`config.mk`:
```
export PLATFORM = sky130hd
export DESIGN_NAME = phase_sequencer
export DESIGN_NICKNAME = d
export VERILOG_FILES = /design/src/rtl/phase_sequencer.sv
export SDC_FILE = /design/constraint.sdc
export NUM_CORES = 1
export LEC_CHECK = 0
export CORE_MARGIN = 1.5
export CORE_UTILIZATION = 35
export DETAILED_ROUTE_END_ITERATION = 7
export PLACE_DENSITY = 0.66
export SKIP_CTS_REPAIR_TIMING = 1
export SLEW_MARGIN = 5
export SYNTH_ARGS = -nofsm -noshare
export SYNTH_HDL_FRONTEND = slang
export SYNTH_SLANG_ARGS = --single-unit
```
`constraint.sdc`:
```
create_clock -name clk -period 2.4 [get_ports clk]
set_input_delay 0.24 -clock clk [delete_from_list [all_inputs] [get_ports clk]]
set_output_delay 0.24 -clock clk [all_outputs]
set_load 0.02 [all_outputs]
```
`src/rtl/phase_sequencer.sv`:
```
`default_nettype none
// +--------------------------------------------------------------------------+
// | phase_sequencer: registered 0..LAST phase stepper driving a 4-to-16      |
// | decoder select/enable, with pause, abort and completed-pass count. r1.0  |
// +--------------------------------------------------------------------------+
module phase_sequencer #(
  parameter int unsigned LAST = 15
) (
  input  logic       clk,
  input  logic       reset_b,
  input  logic       start,
  input  logic       stop,
  input  logic       clr,
  input  logic       loop,
  output logic [3:0] sel,
  output logic       en,
  output logic       busy,
  output logic       done,
  output logic       wrap,
  output logic [7:0] passes
);

  typedef enum logic [1:0] {
    IDLE  = 2'd0,
    RUN   = 2'd1,
    PAUSE = 2'd2
  } state_t;

  localparam logic [3:0] LAST_SEL = 4'(LAST);

  state_t     state_q, state_d;
  logic [3:0] sel_q, sel_d;
  logic       en_q, en_d;
  logic       busy_q, busy_d;
  logic       done_q, done_d;
  logic       wrap_q, wrap_d;
  logic [7:0] passes_q, passes_d;

  always_comb begin
    state_d  = state_q;
    sel_d    = sel_q;
    done_d   = 1'b0;
    wrap_d   = 1'b0;
    passes_d = passes_q;

    unique case (state_q)
      IDLE: begin
        sel_d = 4'd0;
        if (!clr && !stop && start) begin
          state_d = RUN;
        end
      end

      RUN: begin
        if (clr) begin
          state_d = IDLE;
          sel_d   = 4'd0;
        end else if (stop) begin
          // The interrupted phase is not completed; it is re-presented on resume.
          state_d = PAUSE;
        end else if (sel_q == LAST_SEL) begin
          sel_d    = 4'd0;
          passes_d = passes_q + 8'd1;
          if (loop) begin
            wrap_d = 1'b1;
          end else begin
            state_d = IDLE;
            done_d  = 1'b1;
          end
        end else begin
          sel_d = sel_q + 4'd1;
        end
      end

      PAUSE: begin
        if (clr) begin
          state_d = IDLE;
          sel_d   = 4'd0;
        end else if (!stop && start) begin
          state_d = RUN;
        end
      end

      default: begin
        state_d = IDLE;
        sel_d   = 4'd0;
      end
    endcase

    en_d   = (state_d == RUN);
    busy_d = (state_d != IDLE);
  end

  always_ff @(posedge clk or negedge reset_b) begin
    if (!reset_b) begin
      state_q  <= IDLE;
      sel_q    <= 4'd0;
      en_q     <= 1'b0;
      busy_q   <= 1'b0;
      done_q   <= 1'b0;
      wrap_q   <= 1'b0;
      passes_q <= 8'd0;
    end else begin
      state_q  <= state_d;
      sel_q    <= sel_d;
      en_q     <= en_d;
      busy_q   <= busy_d;
      done_q   <= done_d;
      wrap_q   <= wrap_d;
      passes_q <= passes_d;
    end
  end

  assign sel    = sel_q;
  assign en     = en_q;
  assign busy   = busy_q;
  assign done   = done_q;
  assign wrap   = wrap_q;
  assign passes = passes_q;

endmodule
`default_nettype wire

```
==> results.ini, run 1 <==
[run_status]
status=finished, final reports clean

[min_path]
holdCritPathClass=in2async

[synthesis]
synth.avg_cell_area_um2=10.8
syn-instance-count=80
ys_seq_area_share_pct=52.2
syn_area_um2=863
synth_warnings=0
ys_ff_latch=18
yosysUniqueCellTypes=25
synth_nets=88

[routing]
vias=639
route.detailed.drc=0
via_per_inst=4.88
ant_nets=0
drtPass1Iterations=4
wire_per_inst_um=12.0
dr.first_iter.drc_count=16
routed_wl_um=1570

[sta]
finalSetupViolations=0
fin_crit_ns=1.73
maxSlewHeadroom_pct=48.5
hold_violations=0
clock_skew_ns=0.000353
timing.fmax_mhz=579
setup-tns-final_ns=0
holdWs_ns=0.406
worstMarginPinSlew_ns=0.770
post-route-period-util_pct=71.9
rsz0062_at_grt=false
drv_slew=0

[worst_setup_path]
path_cells=clkdlybuf4s50_1, nor4b_4, nand2b_2, nor4_4, xor2_1
reg2reg_depth=5
critPathSlowestCell=clkdlybuf4s50_1
path_max_fanout=7
r2r-start=sel[0]
critical_path.top_delay_family=simple AND/OR/NAND/NOR gates
r2r_slack_ns=0.75
critical-path-max-stage-delay_ns=0.53
startpoint=clr
worstPathRequired_ns=2.60
cp-start-kind=input pin
critPathKind=in2reg
cp.arrival_ns=1.93
crit_buf_inv=1
reg2reg_to=passes[7]
crit_path_end_kind=flop

[final_layout]
final_core_util_pct=49.2
seq_area_um2=450
drive_gt1_share_pct=7.77
fin_cells=131
n_antenna_cell=0
area_delta_synth_final_pct=29.7
nFillCells=206
num-nets-final=113
multi_input_comb_area_um2=390

[global_routing]
first_global_vias=642
grt.busiest_layer=met2
gr-usage-met3_pct=2.86
grt_usage_pct=13.3
grt_overflow_total=0
grt_max_degree=19
grt_pass1_wl_um=2660
gr-usage-met2_pct=21.3
grt_use_met1_pct=17.3
antenna_found_initial=0

[flow_run]
max_cap_violations=0

[die]
die_area_um2=2770
std_cell_rows=17
num_io_pins=22
die_w_um=52.7
initial_core_util_pct=37.9
die_h_um=52.7
coreArea_um2=2280

[placed_design]
dp_cells=128
dpl.hpwl_um=1220
gp_congestion=0.933
io_buffers=21

[power]
p_leak_nw=0.497
p_per_area_nw_per_um2=436
ir_drop_mv=0.248

[clocking]
clock_path_buffers=2
cts-root-buf=clkbuf_4
tritoncts=yes
clk_latency_ns=0.28
h-tree-depth=1
cts_sinks=18
clk_pin_slew_ns=0.09
cts_made_buffers=3

## cells in the mapped netlist
master	count	share of area, %
a21oi_1	6	3.5
dfrtp_1	18	52
nor4_4	1	2.5
nand2b_1	4	2.9
nand4_1	2	1.4
ha_1	2	2.9
and3_1	1	0.73
nor4b_4	1	2.8
or2_2	1	0.73
nand2b_2	1	1.0
o21ai_0	3	1.7
buf_6	1	1.3
nand3_1	3	1.7
a22o_1	1	1.0
nor2b_1	4	2.9
inv_1	3	1.3
and2_1	1	0.73
xnor2_1	4	4.1
nand2_1	8	3.5
nor2_1	4	1.7
nor3_1	3	1.7
nor3_2	1	1.2
xor2_1	3	3.0
o211ai_1	1	0.87
a21o_1	3	2.6
## registers in the layout, summed over array words and instances, names as in the netlist
| register | cells |
|---|---|
| busy | 1 |
| done | 1 |
| en | 1 |
| passes | 8 |
| sel | 4 |
| state_q | 2 |
| wrap | 1 |
## final cells by class
class,count,area share (%)
sequential,18,40.2
clock buffer,3,2.01
inverter,3,1.01
timing repair buffer,21,18.8
multi-input combinational,58,34.9
tap,28,3.13
## kinds of logic (layout without fill, tap and decap cells)
family / Yosys count / in the layout / synth area share (%)
adders and majority gates: 2 / 2 / 2.90
and+or+nand+nor: 35 / 35 / 25.5
DFF: 18 / 18 / 52.2
AOI/OAI and AO/OA: 14 / 14 / 9.71
buffers and inverters: 4 / 27 / 2.61
xor gates and xnor gates: 7 / 7 / 7.10
## per-layer routing
layer | vias to the layer above | part of all wire [%]
li1 | 322 | -
met1 | 293 | 49
met2 | 22 | 46
met3 | 2 | 5.0
met4 | 0 | 0.51
met5 | - | 0
## report_power, final
group	internal [mW]	leakage (nW)	switching, mW
logic	0.0180	0.239	0.0209
registers	0.307	0.244	0.00326
clock network	0.0581	0.0138	0.0810
total	0.383	0.497	0.105
## metrics by stage
stage	total power, mW	setup slack, ns	area [µm²]
after global placement	0.355	0.410	1100
final	0.488	0.674	1120
after detailed placement	0.355	0.377	1100
after floorplan	0.330	0.761	863
after CTS	0.495	0.671	1120
after global routing	0.520	0.545	1120
## worst max-delay path by stage
stage	slack, ns	depth (start not counted)	to
2_1_floorplan	0.76	6	passes[7]
3_3_place_gp	0.41	5	passes[7]
4_1_cts	0.67	5	passes[7]
6_report	0.67	5	passes[7]
5_1_grt	0.54	5	passes[7]
3_5_place_dp	0.38	5	passes[7]
## cell usage in the layout, fill, tap and decap left out, types with 2 or more instances in the layout
master and n:
a21o_1 3, a21oi_1 6, clkbuf_4 3, clkdlybuf4s50_1 21, dfrtp_1 18, ha_1 2
inv_1 3, nand2_1 8, nand2b_1 4, nand3_1 3, nand4_1 2, nor2_1 4
nor2b_1 4, nor3_1 3, o21ai_0 3, xnor2_1 4, xor2_1 3
Power figures use the tool's default switching activity.
==> run 2, diff against run 1 <==
--- a/config.mk
+++ b/config.mk
@@ -8,7 +8,7 @@
 export CORE_MARGIN = 1.5
 export CORE_UTILIZATION = 35
 export DETAILED_ROUTE_END_ITERATION = 7
-export PLACE_DENSITY = 0.66
+export PLACE_DENSITY = 0.69
 export SKIP_CTS_REPAIR_TIMING = 1
 export SLEW_MARGIN = 5
 export SYNTH_ARGS = -nofsm -noshare
==> constraint.sdc (replaced) <==
create_clock -name clk -period 1.5 [get_ports clk]
set_input_delay 0.15 -clock clk [delete_from_list [all_inputs] [get_ports clk]]
set_output_delay 0.15 -clock clk [all_outputs]
set_load 0.02 [all_outputs]
==> run 2 against run 1 <==
Against the previous run:
- setup slack worse by 0.62 ns
- die area stayed put
- flip-flop and latch count stayed put
- critical path depth is 1 lower
- total power is 78% higher
- clock power is 120% higher
- sequential share of layout area is 3.7 points lower
- combinational power is 87% higher
- critical path type is now reg2reg
==> results.ini, run 2 (synthesized netlist as in run 1, its figures left out) <==
[routing]
via_per_inst=5.01  ; was 4.88
route.detailed.drc=0  ; unchanged
routed_wl_um=1690  ; was 1570 µm
ant_nets=0  ; unchanged
dr.first_iter.drc_count=16  ; unchanged
drtPass1Iterations=4  ; unchanged
vias=691  ; was 639
wire_per_inst_um=12.3  ; was 12.0 µm

[clocking]
cts_sinks=18  ; unchanged
cts-root-buf=clkbuf_4  ; unchanged
clock_path_buffers=2  ; unchanged
clk_pin_slew_ns=0.11  ; was 0.09 ns
clk_latency_ns=0.29  ; was 0.28 ns
cts_made_buffers=3  ; unchanged
tritoncts=yes  ; unchanged
h-tree-depth=1  ; unchanged

[final_layout]
drive_gt1_share_pct=19.1  ; was 7.77%
layout_commonest_cell=dfrtp_1  ; was clkdlybuf4s50_1
final_core_util_pct=54.7  ; was 49.2%
fin_cells=138  ; was 131
final_area_um2=1240  ; was 1120 µm²
n_antenna_cell=0  ; unchanged
largest_reg_flops=8  ; unchanged
num-nets-final=119  ; was 113
nFillCells=199  ; was 206
final_cell_mix=15 x dfrtp_1, 11 x clkdlybuf4s50_1, 10 x dlymetal6s2s_1  ; was 21 x clkdlybuf4s50_1, 18 x dfrtp_1, 8 x nand2_1
area_delta_synth_final_pct=44.2  ; was 29.7%

[placed_design]
gp_congestion=0.856  ; was 0.933
dpl.hpwl_um=1300  ; was 1220 µm
dp_worst_setup_slack_ns=-0.261  ; was 0.377 ns
io_buffers=21  ; unchanged
post_dp_cell_area_um2=1160  ; was 1100 µm²
dp_cells=134  ; was 128

[sta]
hold_violations=0  ; unchanged
fin_ws_ns=0.0572  ; was 0.674 ns
timing.fmax_mhz=693
finalSetupViolations=0  ; unchanged
clock_skew_ns=0.00780  ; was 0.000353 ns
maxSlewHeadroom_pct=77.4  ; was 48.5%
worstMarginPinSlew_ns=0.337  ; was 0.770 ns
post-route-period-util_pct=96.2
drv_slew=0  ; unchanged
rsz0062_at_grt=true  ; was false
fin_crit_ns=1.44

[die]
std_cell_rows=17  ; unchanged
num_io_pins=22  ; unchanged
die_w_um=52.7  ; unchanged
initial_core_util_pct=37.9  ; unchanged
coreArea_um2=2280  ; unchanged
die_area_um2=2770  ; unchanged
die_h_um=52.7  ; unchanged

[worst_setup_path]
path_max_fanout=5  ; was 7
critPathKind=reg2reg  ; was in2reg
worstPathRequired_ns=1.68  ; was 2.60 ns
cp-start-kind=flop  ; was input pin
cp.arrival_ns=1.62  ; was 1.93 ns
crit_path_end_kind=flop  ; unchanged

[global_routing]
grt_max_degree=19  ; unchanged
grt_pass1_wl_um=2890  ; was 2660 µm
antenna_found_initial=0  ; unchanged
grt_usage_pct=14.1  ; was 13.3%
grt_overflow_total=0  ; unchanged
first_global_vias=662  ; was 642

[flow_run]
max_cap_violations=0  ; unchanged

[power]
p_per_area_nw_per_um2=697  ; was 436 nW/µm²
p_leak_nw=0.721  ; was 0.497 nW
ir_drop_mv=0.453  ; was 0.248 mV

[run_status]
status=finished, final reports clean  ; unchanged

[min_path]
holdCritPathClass=in2async  ; unchanged

[run 2: area by class of cell]
cell class,count,area [µm²],area share (%)
sequential,18,454,36.5
multi-input combinational,58,428,34.4
timing repair buffer,27,280,22.5
clock buffer,4,36.3,2.91
tap,28,35.0,2.81
inverter,3,11.3,0.905
[run 2: path summary, 6_finish.rpt]
path                             from         end  slack (ns)  depth (start not counted)
max                        state_q[1]   passes[4]        0.06                          4
min                           reset_b      sel[3]        0.16                          2
max reg2reg                state_q[1]   passes[4]        0.06                          4
min reg2reg                 passes[7]   passes[7]        0.48                          1
max in group asynchronous     reset_b  state_q[1]        1.13                          2
min in group clk                 loop        done        0.45                          2
[run 2: routing by layer]
layer	wire [µm]	vias up	global-route usage [%]
met2	826	22	23.5
met3	99	0	5.14
li1	-	336	-
met5	0	-	0
met1	765	333	17.4
met4	0	0	2.56
[run 2: metrics by stage]
step / power (mW) / hold WS [ns] / TNS [ns]
2_1_floorplan: 0.529 / -0.146 / 0
3_3_place_gp: 0.577 / 0.457 / -0.638
3_5_place_dp: 0.578 / 0.468 / -1.04
4_1_cts: 0.877 / 0.168 / -0.165
5_1_grt: 0.904 / 0.188 / -0.0126
6_report: 0.868 / 0.165 / 0
[run 2: where the power goes]
group | switching (mW) | total (mW) | internal, mW
combinational | 0.0362 | 0.0724 | 0.0362
sequential | 0.00450 | 0.495 | 0.491
clock | 0.153 | 0.300 | 0.148
[run 2: worst max-delay path: stages, from the launching register on]
cell and delay [ns]:
dfrtp_2 0.46, nor4b_4 0.34, nor2b_4 0.24, nand4_1 0.13
xnor2_1 0.15
==> variant: new RTL, config.mk and constraints of run 2 <==
Reset style: synchronous (`reset_b`), changed in one clocked block.
--- a/src/rtl/phase_sequencer.sv
+++ b/src/rtl/phase_sequencer.sv
@@ -92,5 +92,5 @@
   end
 
-  always_ff @(posedge clk or negedge reset_b) begin
+  always_ff @(posedge clk) begin
     if (!reset_b) begin
       state_q  <= IDLE;
Check against the original RTL: differs if reset_b is asserted again (counterexample within 4 cycles, from zero or initial values and one cycle with reset_b low); with reset_b held inactive, the same outputs for 10 cycles.
==> variant against run 2 <==
  * Final area up 4.3%
  * Setup slack worse by 0.049 ns
  * Combinational power down 17%
  * Area after synthesis down 5.8%
  * Total power down 4.7%
  * Maximum frequency down 3.3%
  * Routed wire length up 19%
  * Clock power down 5%
  * Sequential cell count unchanged
  * Critical path depth up 1
  * Critical path type is now input port to register
==> variant: results (changes against run 2) <==
Critical path
  – Reg2Reg Depth: 4 (unchanged)
  – Critical R2R Capture: passes[5]
  – RR Startpoint: state_q[0]
  – R2R Setup Slk: 0.03 ns (-0.03 ns)
  – CP Class: input port to register
  – WP data arrival: 1.73 ns (+0.11 ns)
  – Worst setup path startpoint: stop
  – Crit path max fanout: 5 (unchanged)

Synth
  – Post-Synthesis Net Count: 97 (+10%)
  – Synth async-reset ratio: 0% (-100 points)
  – Largest cells by area after synthesis: dfxtp_1, xor2_1, and2_1, nor4_1, a21oi_1
  – Ys flop type: dfxtp_1
  – Sequential area share after synthesis: 44.3% (-7.9 points)
  – Synth cell count leaders: dfxtp_1, and2_1, xor2_1
  – Synthesized area per cell: 9.14 µm² (-15%)
  – Unique masters post-synth: 29 (+16%)
  – Synth Warn #: 0 (unchanged)

CTS
  – Cts bufs inserted: 3 (unchanged)
  – # H-tree levels: 1 (unchanged)
  – CTS Buffer Depth: 2 (unchanged)
  – Clock latency on the worst-skew pair: 0.28 ns

GRT
  – GRT Util Overall: 15.5% (+1.4 points)
  – Pin count of the biggest net entering global routing: 12 (-7)
  – Initial antenna violation count: 0 (unchanged)
  – First-pass GRT wire length: 3130 µm (+8.1%)
  – Vias in the first global route: 716 (+8.2%)

Detailed routing
  – Vias after detailed routing: 771 (+12%)
  – Drt pass-1 iters: 4 (unchanged)
  – Met3 wire len: 104 µm (+5.1%)
  – DR top layer: met3
  – Routed wl met2: 1070 µm (+30%)
  – Metal-1 WL: 842 µm (+10%)
  – Final ANT Viol Nets: 0 (unchanged)
  – Routed len/inst: 13.4 µm (+8.9%)
  – Vias per cell: 5.11 (+2.0%)
  – Initial DRC Count: 14 (-2)

Placement
  – Placer congestion estimate: 0.858 (+0.18%)
  – Post-DP HPWL: 1320 µm (+1.6%)
  – Placed instance count: 146 (+9.0%)
  – Number of buffers added on ports: 21 (unchanged)
  – Post-DP Area: 1120 µm² (-3.6%)
  – Worst slack, placed: -0.387 ns (-0.126 ns)

Cells and area
  – Layout cell share with drive strength beyond 1: 26.8% (+7.7 points)
  – Commonest non-fill, non-tap cell in the layout: dfxtp_1
  – NumNets Final: 132 (+11%)
  – Diodes inserted: 0 (unchanged)

Pwr
  – Worst VDD drop: 503 µV (+11%)
  – Leak: 0.780 nW (+8.1%)

Status
  – Outcome: finished, final reports clean

Job
  – Max-cap violations: 0 (unchanged)

STA
  – Clock Skews: 0.00504 ns (-0.00276 ns)
  – Final min period: 1.49 ns (+0.0489 ns)
  – Relative slew slack: 81.4% (+4.0 points)

Min path
  – Hold WC Path Type: input port to register
variant: layer usage:
metal,track usage (%),vias up
met2,26.6,23
met4,5.41,0
met1,19.5,363
met3,2.34,0
li1,-,385
met5,0,-
variant: worst min path at each step:
stage              start   endpoint  slack (ns)  cells past startpoint
2_1_floorplan       loop       done        0.22                      1
4_1_cts             loop       done        0.45                      2
3_3_place_gp   passes[1]  passes[1]        0.54                      2
3_5_place_dp   passes[1]  passes[1]        0.55                      2
6_report            loop       done        0.52                      2
5_1_grt             loop       done        0.53                      2
variant: layout make-up:
cell class / instances / area [µm²]
Fill cell: 202 / 913
Clock buffer: 4 / 36.3
Sequential cell: 18 / 364
Timing Repair Buffer: 31 / 313
Tap cell: 28 / 35.0
Inverter: 3 / 11.3
Multi-Input combinational cell: 67 / 539
variant: logic make-up (layout without fill, tap and decap cells):
kind of cell	count (synthesis)	count (layout)	synth area share (%)
and+or+nand+nor	44	45	32.2
DFF	18	18	44.3
AOI/OAI and AO/OA	13	13	9.69
xor gates and xnor gates	7	7	7.54
buffers and inverters	5	38	3.23
adders and majority gates	2	2	3.08
variant: worst max-delay path: stages:
cell             delay, ns
clkdlybuf4s50_1       0.46
or3b_4                0.49
nor4_4                0.30
xor2_1                0.18
and2_1                0.14
variant: where the power goes:
group	total [mW]	internal, mW	switching, mW
Sequential	0.482	0.481	0.00137
Clock	0.286	0.148	0.138
Combinational	0.0598	0.0317	0.0280
